### config.mk
export PLATFORM = sky130hd
export DESIGN_NAME = photon_input_conditioner
export DESIGN_NICKNAME = d
export VERILOG_FILES = /design/src/rtl/photon_input_conditioner.sv
export SDC_FILE = /design/constraint.sdc
export NUM_CORES = 1
export LEC_CHECK = 0
export BUFFER_PORTS_ARGS = -buffer_cell sky130_fd_sc_hd__clkbuf_2
export CELL_PAD_IN_SITES_DETAIL_PLACEMENT = 1
export CELL_PAD_IN_SITES_GLOBAL_PLACEMENT = 1
export CORE_ASPECT_RATIO = 2
export CORE_MARGIN = 10
export CORE_UTILIZATION = 44
export CTS_CLUSTER_SIZE = 10
export DETAILED_ROUTE_END_ITERATION = 6
export PLACE_DENSITY = 0.74
export SLEW_MARGIN = 30
export SYNTH_ARGS = -nofsm -noshare
export SYNTH_HDL_FRONTEND = slang
export SYNTH_SLANG_ARGS = --single-unit
export TNS_END_PERCENT = 50
### constraint.sdc
create_clock -name clk -period 2.63 [get_ports clk]
set_input_delay 0.526 -clock clk [delete_from_list [all_inputs] [get_ports clk]]
set_output_delay 0.526 -clock clk [all_outputs]
set_load 0.1 [all_outputs]
### src/rtl/photon_input_conditioner.sv
// Board-side input conditioning for the photon beacon: synchronizes and debounces the
// slide switches and the active-low center button, producing stable levels, edge pulses and a long-press hold.
module photon_input_conditioner #(
    parameter int N_SW        = 4,
    parameter int SYNC_STAGES = 2,
    parameter int DB_CYCLES   = 2_000_000,
    parameter int HOLD_CYCLES = 400_000_000
) (
    input  logic            clk,
    input  logic            rst_n,
    input  logic [N_SW-1:0] sw_raw,
    input  logic            btn_raw_n,
    output logic [N_SW-1:0] sw_stable,
    output logic [N_SW-1:0] sw_rise,
    output logic [N_SW-1:0] sw_fall,
    output logic            btn_pressed,
    output logic            btn_press_pulse,
    output logic            btn_hold,
    output logic            btn_hold_pulse,
    output logic            changed_any
);

    localparam int NCH    = N_SW + 1;
    localparam int DB_W   = $clog2(DB_CYCLES + 1);
    localparam int HOLD_W = $clog2(HOLD_CYCLES + 1);

    localparam logic [DB_W-1:0]   DB_LAST   = DB_W'(DB_CYCLES - 1);
    localparam logic [DB_W-1:0]   DB_ONE    = DB_W'(1);
    localparam logic [HOLD_W-1:0] HOLD_MAX  = HOLD_W'(HOLD_CYCLES);
    localparam logic [HOLD_W-1:0] HOLD_ONE  = HOLD_W'(1);
    // The button channel idles high (released) so reset never looks like a press.
    localparam logic [NCH-1:0]    SYNC_IDLE = {1'b1, {N_SW{1'b0}}};

    logic [SYNC_STAGES-1:0][NCH-1:0] sync_q;
    logic [NCH-1:0]                  level_in;

    logic [NCH-1:0][DB_W-1:0] cnt_q, cnt_d;
    logic [NCH-1:0]           stable_q, stable_d;
    logic [NCH-1:0]           rise_q, rise_d;
    logic [N_SW-1:0]          fall_q, fall_d;
    logic                     changed_q, changed_d;

    logic [HOLD_W-1:0] hold_cnt_q, hold_cnt_d;
    logic              hold_q, hold_d;
    logic              hold_pulse_q, hold_pulse_d;

    always_ff @(posedge clk or negedge rst_n) begin
        if (!rst_n) begin
            sync_q <= {SYNC_STAGES{SYNC_IDLE}};
        end else begin
            sync_q[0] <= {btn_raw_n, sw_raw};
            for (int s = 1; s < SYNC_STAGES; s++) begin
                sync_q[s] <= sync_q[s-1];
            end
        end
    end

    // Button is inverted here so every channel is active-high from this point on.
    assign level_in = {~sync_q[SYNC_STAGES-1][N_SW], sync_q[SYNC_STAGES-1][N_SW-1:0]};

    always_comb begin
        cnt_d    = cnt_q;
        stable_d = stable_q;
        for (int c = 0; c < NCH; c++) begin
            if (level_in[c] == stable_q[c]) begin
                cnt_d[c] = '0;
            end else if (cnt_q[c] == DB_LAST) begin
                stable_d[c] = level_in[c];
                cnt_d[c]    = '0;
            end else begin
                cnt_d[c] = cnt_q[c] + DB_ONE;
            end
        end
    end

    assign rise_d    = stable_d & ~stable_q;
    assign fall_d    = ~stable_d[N_SW-1:0] & stable_q[N_SW-1:0];
    assign changed_d = (|rise_d) | (|fall_d);

    // Counting is gated on the registered level so hold rises HOLD_CYCLES after
    // btn_pressed; clearing uses the next level so hold drops with btn_pressed.
    always_comb begin
        hold_cnt_d   = hold_cnt_q;
        hold_d       = hold_q;
        hold_pulse_d = 1'b0;
        if (!stable_d[N_SW]) begin
            hold_cnt_d = '0;
            hold_d     = 1'b0;
        end else if (stable_q[N_SW] && (hold_cnt_q != HOLD_MAX)) begin
            hold_cnt_d = hold_cnt_q + HOLD_ONE;
            if (hold_cnt_d == HOLD_MAX) begin
                hold_d       = 1'b1;
                hold_pulse_d = 1'b1;
            end
        end
    end

    always_ff @(posedge clk or negedge rst_n) begin
        if (!rst_n) begin
            cnt_q        <= '0;
            stable_q     <= '0;
            rise_q       <= '0;
            fall_q       <= '0;
            changed_q    <= 1'b0;
            hold_cnt_q   <= '0;
            hold_q       <= 1'b0;
            hold_pulse_q <= 1'b0;
        end else begin
            cnt_q        <= cnt_d;
            stable_q     <= stable_d;
            rise_q       <= rise_d;
            fall_q       <= fall_d;
            changed_q    <= changed_d;
            hold_cnt_q   <= hold_cnt_d;
            hold_q       <= hold_d;
            hold_pulse_q <= hold_pulse_d;
        end
    end

    assign sw_stable       = stable_q[N_SW-1:0];
    assign sw_rise         = rise_q[N_SW-1:0];
    assign sw_fall         = fall_q;
    assign btn_pressed     = stable_q[N_SW];
    assign btn_press_pulse = rise_q[N_SW];
    assign btn_hold        = hold_q;
    assign btn_hold_pulse  = hold_pulse_q;
    assign changed_any     = changed_q;

endmodule
Word-level counts from Yosys, hierarchy flattened
Cells that the tools add are included.
Widths: inputs -> output; s select.
{"block": "totals", "regBits": 161, "latchBits": 0, "ramBits": 0, "rom_bits": 0, "in_bits": 7, "out_inout_bits": 17, "n_memories": 0}
{"block": "op_classes", "add_sub_neg": 6, "n_mul": 0, "div_mod_pow": 0, "n_lt_le_gt_ge": 0, "eq_ne": 14, "n_shift": 0, "muxes": 28, "n_bitwise": 6, "reduce_logical": 4}
{"operator": "$mux 21", "n": 10}
{"operator": "$add 21x1->21 const B", "n": 5}
{"operator": "$eq 21x21->1 const B", "n": 5}
{"operator": "$mux 29", "n": 2}
{"operator": "$add 29x1->29 const B", "n": 1}
{"operator": "$eq 29x29->1 const B", "n": 1}
{"operator": "$ne 29x29->1 const B", "n": 1}
{"operator": "$mux 1", "n": 16}
{"operator": "$and 5x5->5", "n": 1}
{"operator": "$eq 1x1->1", "n": 5}
{"operator": "$not 5->5", "n": 1}
{"operator": "$reduce_or 5->1", "n": 1}
{"operator": "$and 4x4->4", "n": 1}
{"operator": "$ne 2x1->1 const B", "n": 2}
{"operator": "$not 4->4", "n": 1}
{"operator": "$reduce_or 4->1", "n": 1}
{"operator": "$reduce_and 2->1", "n": 1}
{"operator": "$logic_and 1x1->1", "n": 1}
{"operator": "$not 1->1", "n": 1}
{"operator": "$or 1x1->1", "n": 1}

Longest topological paths before layout
Gate-level depths: netlist of run 1.
{"block": "logic_depth", "word_depth": 7, "mapped_depth": 9}

Worst setup path before layout of run 1
No wires, ideal clock.
{"block": "synth_path", "path_kind": "register to register", "from": "register cnt_q[98] in the netlist's numbering", "to": "register hold_q (netlist: btn_hold)", "arrival_ps": 2426, "t_required_ps": 2529, "slack_ps": 103, "stages_incl_launch_ff": 7, "path_buffers": 0, "period_less_slack_ps": 2527, "cell_sequence": "dfrtp_1 or4_1 nor4b_1 nand3_1 mux2i_1 or4_1 o32ai_1"}
{"block": "synth_via", "elab_chain_cells": 5, "elab_cells_between_ends": 7, "cone_classes": "eq/ne (3); mux (3); reduce/logical (1)"}
{"element": "start: declaration", "line": "37", "rtl": "logic [NCH-1:0][DB_W-1:0] cnt_q, cnt_d;"}
{"element": "start signal: assignment", "line": "109", "rtl": "cnt_q <= cnt_d;"}
{"element": "$eq 21x21->1 *", "line": "67", "rtl": "end else if (cnt_q[c] == DB_LAST) begin"}
{"element": "$mux 1 *", "line": "67"}
{"element": "$mux 1 *", "line": "65", "rtl": "if (level_in[c] == stable_q[c]) begin"}
{"element": "$ne 2x1->1 (no line)"}
{"element": "$reduce_and 2->1 (no line)"}
{"element": "end signal: assignment", "line": "115", "rtl": "hold_q <= hold_d;"}
{"element": "end: declaration", "line": "44", "rtl": "logic hold_q, hold_d;"}
Every way passes the cells marked *; elsewhere a longest branch is shown, timed or not.
A chain may end at the register's enable or synchronous reset.

Final worst setup path of run 1
{"block": "layout_path", "from": "register hold_cnt_q[21]", "to": "register hold_cnt_q[21]"}
{"block": "layout_via", "elab_chain_cells": 3, "elab_cells_between_ends": 6, "cone_classes": "add/sub (1); eq/ne (2); mux (2); reduce/logical (1)"}
{"element": "start: declaration", "line": "43", "rtl": "logic [HOLD_W-1:0] hold_cnt_q, hold_cnt_d;"}
{"element": "start signal: assignment", "line": "114", "rtl": "hold_cnt_q <= hold_cnt_d;"}
{"element": "$add 29x1->29 / $ne 29x29->1 (equally long branches)", "line": "90, 89"}
{"element": "$mux 29 / $logic_and 1x1->1 (equally long branches)", "line": "89", "rtl": "end else if (stable_q[N_SW] && (hold_cnt_q != HOLD_MAX)) begin"}
{"element": "$mux 29 / $ne 2x1->1 (equally long branches)"}
Parallel ways exist; a longest one is shown, timed or not. The select of a mux whose other input is x is not followed.

==> results of run 1 <==
[cell families (layout without fill, tap and decap cells)]
kind of cell,after synthesis,count (layout)
compound gates,43,43
simple gates,411,411
xor+xnor,117,117
buf+inv,45,103
fa+ha+maj,8,8
mux,7,7
flops,161,161
[power breakdown]
group	total [mW]	switching [mW]	internal [mW]
Clock	2.70	1.06	1.64
Combinational	0.140	0.100	0.0404
Sequential	2.53	0.0242	2.50
Total	5.37	1.19	4.18
[layout make-up]
class                   instances  area [sq um]  share of cell area, %
clock buffers                  19           443                   4.95
clock inverters                13           201                   2.25
inverters                      18          67.6                  0.756
multi-input cells             586          3550                   39.7
flip-flops and latches        161          4040                   45.1
well taps                     210           263                   2.94
repair buffers                 53           379                   4.24
[Yosys cell counts (2+ instances only)]
| library cell | count |
|---|---|
| or3_1 | 20 |
| or2_2 | 2 |
| a21oi_1 | 20 |
| nand2_1 | 65 |
| nor3b_1 | 10 |
| o21ai_0 | 14 |
| inv_1 | 18 |
| or4_1 | 12 |
| nor4_1 | 8 |
| nand4_1 | 18 |
| dfrtp_1 | 159 |
| nand4b_1 | 2 |
| clkbuf_1 | 19 |
| buf_6 | 3 |
| and4_1 | 10 |
| and2_1 | 7 |
| nor3_1 | 31 |
| xor2_1 | 59 |
| nor2_1 | 140 |
| and3_1 | 20 |
| dfstp_2 | 2 |
| mux2i_1 | 2 |
| nand3_1 | 49 |
| and3b_1 | 2 |
| mux2_2 | 5 |
| o21bai_1 | 2 |
| xnor2_1 | 58 |
| buf_2 | 4 |
| nor4b_1 | 6 |
| ha_1 | 8 |
| nand2b_1 | 4 |
| nor4bb_1 | 4 |
[sequential cells by signal, indices dropped and copies added (netlist names)]
register,count
hold_cnt_q,29
sync_q,6
btn_hold,1
level_in,4
btn_hold_pulse,1
rise_q,5
cnt_q,105
sw_fall,4
changed_any,1
stable_q,5
[metal layers]
metal,up-vias,part of all wire (%),GRT usage [%]
met2,77,59,32.0
met1,3027,35,16.2
met5,-,0,0
met3,51,2.0,2.60
met4,0,4.0,9.14
li1,2782,-,-
[metrics by stage]
stage	setup slack, ns	hold slack [ns]	instances	total power [mW]
3_5_place_dp	-0.0557	0.339	1027	2.72
4_1_cts	0.0128	0.103	1059	5.45
5_1_grt	-0.0165	0.124	1060	5.56
2_1_floorplan	0.103	0.230	792	2.62
6_report	0.116	0.0878	1060	5.37
3_3_place_gp	0.0177	0.333	1027	2.71
[worst paths after layout]
| path | depth (start not counted) | slack, ns | startpoint | end |
|---|---|---|---|---|
| max in group asynchronous | 2 | 1.80 | rst_n | sync_q[4]$_DFF_PN1_ |
| min in group clk | 1 | 0.18 | btn_raw_n | sync_q[4]$_DFF_PN1_ |
| hold / removal | 1 | 0.09 | rst_n | cnt_q[56]$_DFF_PN0_ |
| setup reg to reg | 7 | 0.12 | hold_cnt_q[21]$_DFFE_PN0P_ | hold_cnt_q[21]$_DFFE_PN0P_ |
| setup / recovery | 7 | 0.12 | hold_cnt_q[21]$_DFFE_PN0P_ | hold_cnt_q[21]$_DFFE_PN0P_ |
| hold reg to reg | 0 | 0.35 | sync_q[0]$_DFF_PN0_ | level_in[0]$_DFF_PN0_ |
[layout by cell type, fill, tap and decap left out, drive strengths merged, types with 4 or more instances in the layout]
cell type	instances
and4	10
nand2b	4
nand4	18
ha	8
o21ai	14
clkbuf	41
xnor2	58
nor4	8
clkinv	4
nand3	49
and2	7
inv	23
nor4bb	4
and3	20
nand2	65
xor2	59
buf	31
or4	13
nor3	31
nor4b	6
or3	20
mux2	5
a21oi	20
nor2	140
bufinv	4
nor3b	10
dfrtp	159
[repair_timing]
action	4_1_cts	5_1_grt
cloned	0	1
pin swaps	0	3
resized for setup	1	12
endpoints found under the setup margin	1	21
buffers inserted	0	0
==> results.json, run 1 <==
{
  "status": "finished, final reports clean",
  "critPathMaxStageDelay_ns": 0.55,
  "grt_pass1_wl_um": 32700,
  "antennaDiodeCount": 0,
  "max_freq_ghz": 0.398,
  "synth-seq-cells": 161,
  "area_delta_synth_final_pct": 15.4,
  "wire_per_inst_um": 18.1,
  "yosysWarnings": 0,
  "hold_buffers": 0,
  "syn_area_per_cell_sq_um": 9.78,
  "gp_congestion": 0.862,
  "vias": 5937,
  "cts_tree": "yes",
  "track_usage_pct": 16.8,
  "endpoint_kind": "flop",
  "peakVddDrop_mv": 0.385,
  "dp_hpwl_um": 13700,
  "synth_top_area_cell": "dfrtp_1",
  "worstPathMaxFanout": 12,
  "cts.htree.levels": 4,
  "worst_skew_pair.late_latency_ns": 0.43,
  "hp-class": "input pin to asynchronous set/reset pin",
  "synth.cell_area_sq_um": 7740,
  "start_util_pct": 44.8,
  "synth_compound_area_share_pct": 3.34,
  "cts_buffers": 17,
  "grt_max_degree": 64,
  "slew_viol_final": 0,
  "io_pins": 24,
  "powerDensity_nw_per_um2": 601,
  "cp.arrival_ns": 2.81,
  "netlist_instances": 792,
  "timing_hold_violations_final": 0,
  "drive_gt1_share_pct": 12.1,
  "fill_cells": 1947,
  "synth_fp_nets": 807,
  "yosys.area_share.simple_pct": 26.5,
  "final_area_sq_um": 8940,
  "ys.flop_type": "dfrtp_1",
  "grt_remaining_overflow": 0,
  "firstDrtPassIters": 4,
  "synth_top_family_by_area": "simple AND/OR/NAND/NOR gates",
  "path_cells": "or4_1 > or4_4 > o41ai_4 > buf_4 > nor3_1 > xnor2_1 > nor2_1",
  "synth_top_area_share_pct": 51.4,
  "synth_edf_count": 0,
  "p_leak_nw": 3.77,
  "antenna_found_initial": 0,
  "slowest_stage": "or4_1",
  "synthDistinctLibCells": 41,
  "clkSinkCount": 161,
  "fin_setup_tns_ns": 0,
  "synthAdderAreaFrac_pct": 1.29,
  "die_y_um": 208,
  "drc_errors": 0,
  "die_w_um": 114,
  "period_needed_ns": 2.51,
  "seq_area_frac_synth_pct": 52.1,
  "setup_violations": 0,
  "layout.nets": 852,
  "clk_pin_slew_ns": 0.07,
  "synth_area_leaders": "dfrtp_1, nor2_1, xor2_1",
  "cap_viol_max_count": 0,
  "drt-total-wl_um": 19200,
  "finalCritPeriodShare_pct": 95.6,
  "core_area_sq_um": 17300,
  "utilization_pct": 51.8,
  "grt_pass1_vias": 6815,
  "path_class": "flop to flop",
  "synth_mux_area_share_pct": 0.985,
  "fin_worst_skew_ns": 0.0104,
  "synth_xor_area_share_pct": 13.2,
  "rows": 68,
  "drtIter0Drc": 154,
  "tightest_slew_ns": 0.650,
  "async_flop_share_pct": 100,
  "cts-root-buf": "clkbuf_16",
  "die_area_sq_um": 23600,
  "crit_family": "simple AND/OR/NAND/NOR gates",
  "critPathRequiredTime_ns": 2.93,
  "routed_via_density": 5.60,
  "io_buffers": 23,
  "cts.path.max_buffers": 2,
  "ant_nets": 0,
  "cp.buffers_inverters": 1,
  "postPlaceCellArea_sq_um": 8250,
  "start_kind": "flop",
  "slew-limit-headroom_pct": 56.5
}
No activity file was read; power rests on OpenSTA's default activity.
==> run 2, diff against run 1 <==
--- a/config.mk
+++ b/config.mk
@@ -6,14 +6,15 @@
 export NUM_CORES = 1
 export LEC_CHECK = 0
 export BUFFER_PORTS_ARGS = -buffer_cell sky130_fd_sc_hd__clkbuf_2
-export CELL_PAD_IN_SITES_DETAIL_PLACEMENT = 1
-export CELL_PAD_IN_SITES_GLOBAL_PLACEMENT = 1
+export CELL_PAD_IN_SITES_DETAIL_PLACEMENT = 2
+export CELL_PAD_IN_SITES_GLOBAL_PLACEMENT = 2
 export CORE_ASPECT_RATIO = 2
 export CORE_MARGIN = 10
-export CORE_UTILIZATION = 44
+export CORE_UTILIZATION = 37
 export CTS_CLUSTER_SIZE = 10
 export DETAILED_ROUTE_END_ITERATION = 6
-export PLACE_DENSITY = 0.74
+export PLACE_DENSITY = 0.75
+export SKIP_CTS_REPAIR_TIMING = 1
 export SLEW_MARGIN = 30
 export SYNTH_ARGS = -nofsm -noshare
 export SYNTH_HDL_FRONTEND = slang
==> run 2 against run 1 <==
- global-route usage shrank 0.059 points
- sequential share of layout area shrank 0.69 points
- highest routed layer unchanged
- largest cell class unchanged
- via count grew 1.1%
- clock power grew 6%
- setup slack gained 0.011 ns
- first-iteration DRC count grew 58%
- final area grew 1.5%
==> results.json, run 2 (synthesis gave the netlist of run 1 again) <==
{
  "powerDensity_nw_per_um2": 610,
  "grt_max_degree": 57,
  "drive_gt1_share_pct": 12.8,
  "report.power.total_mw": 5.54,
  "worst_skew_pair.late_latency_ns": 0.45,
  "crit_family": "simple AND/OR/NAND/NOR gates",
  "cts.htree.levels": 4,
  "fin_worst_skew_ns": 0.0142,
  "io_buffers": 23,
  "holdWs_ns": 0.0530,
  "tightest_slew_ns": 0.662,
  "start_kind": "flop",
  "dp_hpwl_um": 15200,
  "io_pins": 24,
  "path_class": "flop to flop",
  "critPathRequiredTime_ns": 2.95,
  "grt_pass1_vias": 7111,
  "period_needed_ns": 2.50,
  "rsz0062_at_grt": "false",
  "pre_cts_slack_ns": -0.194,
  "p_sw_share_pct": 21.4,
  "cap_viol_max_count": 0,
  "area_delta_synth_final_pct": 17.2,
  "wire_per_inst_um": 19.3,
  "grt_remaining_overflow": 0,
  "peakVddDrop_mv": 0.447,
  "die_y_um": 225,
  "timing_hold_violations_final": 0,
  "multiInputGateArea_sq_um": 3570,
  "start_util_pct": 37.7,
  "utilization_pct": 44.2,
  "antenna_found_initial": 0,
  "path_depth": 8,
  "track_usage_pct": 16.7,
  "p_int_mw": 4.35,
  "layout_setup_ws_ns": 0.127,
  "antennaDiodeCount": 0,
  "drtIter0Drc": 244,
  "p_switching_mw": 1.19,
  "setup_violations": 0,
  "die_area_sq_um": 27500,
  "regArea_sq_um": 4030,
  "cp-endpoint": "hold_cnt_q[23]$_DFFE_PN0P_",
  "core_area_sq_um": 20600,
  "mostFrequentLayoutCell": "dfrtp_1",
  "cp.arrival_ns": 2.82,
  "slew_viol_final": 0,
  "die_w_um": 122,
  "endpoint_kind": "flop",
  "sequentialPowerShare_pct": 45.7,
  "cts.path.max_buffers": 2,
  "final_cell_mix": "dfrtp_1, nor2_1, nand2_1",
  "cp.buffers_inverters": 2,
  "r2r-end": "hold_cnt_q[23]$_DFFE_PN0P_",
  "layout.nets": 854,
  "status": "finished, final reports clean",
  "fill_cells": 2249,
  "cp-startpoint": "hold_cnt_q[21]$_DFFE_PN0P_",
  "pwr-share-comb_pct": 2.5,
  "slew-limit-headroom_pct": 55.8,
  "final_area_sq_um": 9080,
  "routed_via_density": 5.37,
  "firstDrtPassIters": 4,
  "regMostFlops": "cnt_q",
  "r2r-start": "hold_cnt_q[21]$_DFFE_PN0P_",
  "rows": 74,
  "finalCritPeriodShare_pct": 95.2,
  "largest_reg_flops": 105,
  "clkSinkCount": 161,
  "worstPathMaxFanout": 11,
  "top_regs": "cnt_q: 105 flops, hold_cnt_q: 29 flops, sync_q: 6 flops",
  "vias": 6001,
  "p_clk_share_pct": 51.8,
  "max_freq_ghz": 0.399,
  "drc_errors": 0,
  "hp-class": "input pin to asynchronous set/reset pin",
  "p_leak_nw": 3.80,
  "cts_buffers": 17,
  "cts_tree": "yes",
  "postPlaceCellArea_sq_um": 8320,
  "clk_pin_slew_ns": 0.07,
  "cts-root-buf": "clkbuf_16",
  "grt_pass1_wl_um": 36400,
  "ant_nets": 0,
  "path_cells": "or4_1 > or4_4 > o41ai_4 > buf_4 > buf_6 > nor3_1 > xnor2_1 > nor2_1",
  "reg2reg_depth": 8,
  "gp_congestion": 0.829,
  "reg2reg_slack_ns": 0.13,
  "critPathMaxStageDelay_ns": 0.58,
  "slowest_stage": "or4_1",
  "drt-total-wl_um": 21600
}
## run 2: per-stage QoR
step	setup TNS (ns)	cells
after floorplan	0	792
after global placement	0	1084
after detailed placement	-0.252	1084
after CTS	-0.372	1116
after global routing	0	1118
final	0	1118
## run 2: worst reg2reg max path, delay by kind of cell (launching register included)
kind,cells,cell delay (ns)
XOR/XNOR,1,0.18
buffers and inverters,2,0.35
AO/OA/AOI/OAI,1,0.21
flip-flops,1,0.37
AND/OR/NAND/NOR,4,1.26
## run 2: power by group through the flow
| stage | sequential [mW] | combinational [mW] | clock, mW |
|---|---|---|---|
| after floorplan | 2.57 | 0.0562 | 0 |
| after global placement | 2.57 | 0.138 | 0 |
| after detailed placement | 2.57 | 0.148 | 0 |
| after CTS | 2.53 | 0.149 | 2.95 |
| after global routing | 2.53 | 0.164 | 3.04 |
| final | 2.53 | 0.141 | 2.87 |
## run 2: cell type report
cell class,count,share of cell area [%]
Clock inverter,13,2.54
Sequential cell,161,44.4
Inverter,18,0.744
Timing Repair Buffer,55,4.36
Clock buffer,19,4.88
Multi-Input combinational cell,586,39.4
Tap cell,266,3.67
## run 2: worst min-delay path by stage
| stage | slack [ns] | from | depth (start not counted) | endpoint |
|---|---|---|---|---|
| 2_1_floorplan | 0.23 | rst_n | 0 | btn_hold$_DFFE_PN0P_ |
| 3_3_place_gp | 0.33 | sync_q[0]$_DFF_PN0_ | 0 | level_in[0]$_DFF_PN0_ |
| 3_5_place_dp | 0.34 | sync_q[0]$_DFF_PN0_ | 0 | level_in[0]$_DFF_PN0_ |
| 4_1_cts | 0.06 | rst_n | 1 | cnt_q[73]$_DFF_PN0_ |
| 5_1_grt | 0.09 | rst_n | 1 | cnt_q[63]$_DFF_PN0_ |
| 6_report | 0.05 | rst_n | 1 | cnt_q[73]$_DFF_PN0_ |
## run 2: routing by layer
layer / global-route usage [%] / vias to the layer above / part of all wire [%]
met5: 0 / - / 0
met1: 15.7 / 3143 / 35
li1: - / 2780 / -
met3: 3.14 / 32 / 1.8
met4: 6.91 / 0 / 2.4
met2: 33.3 / 46 / 61
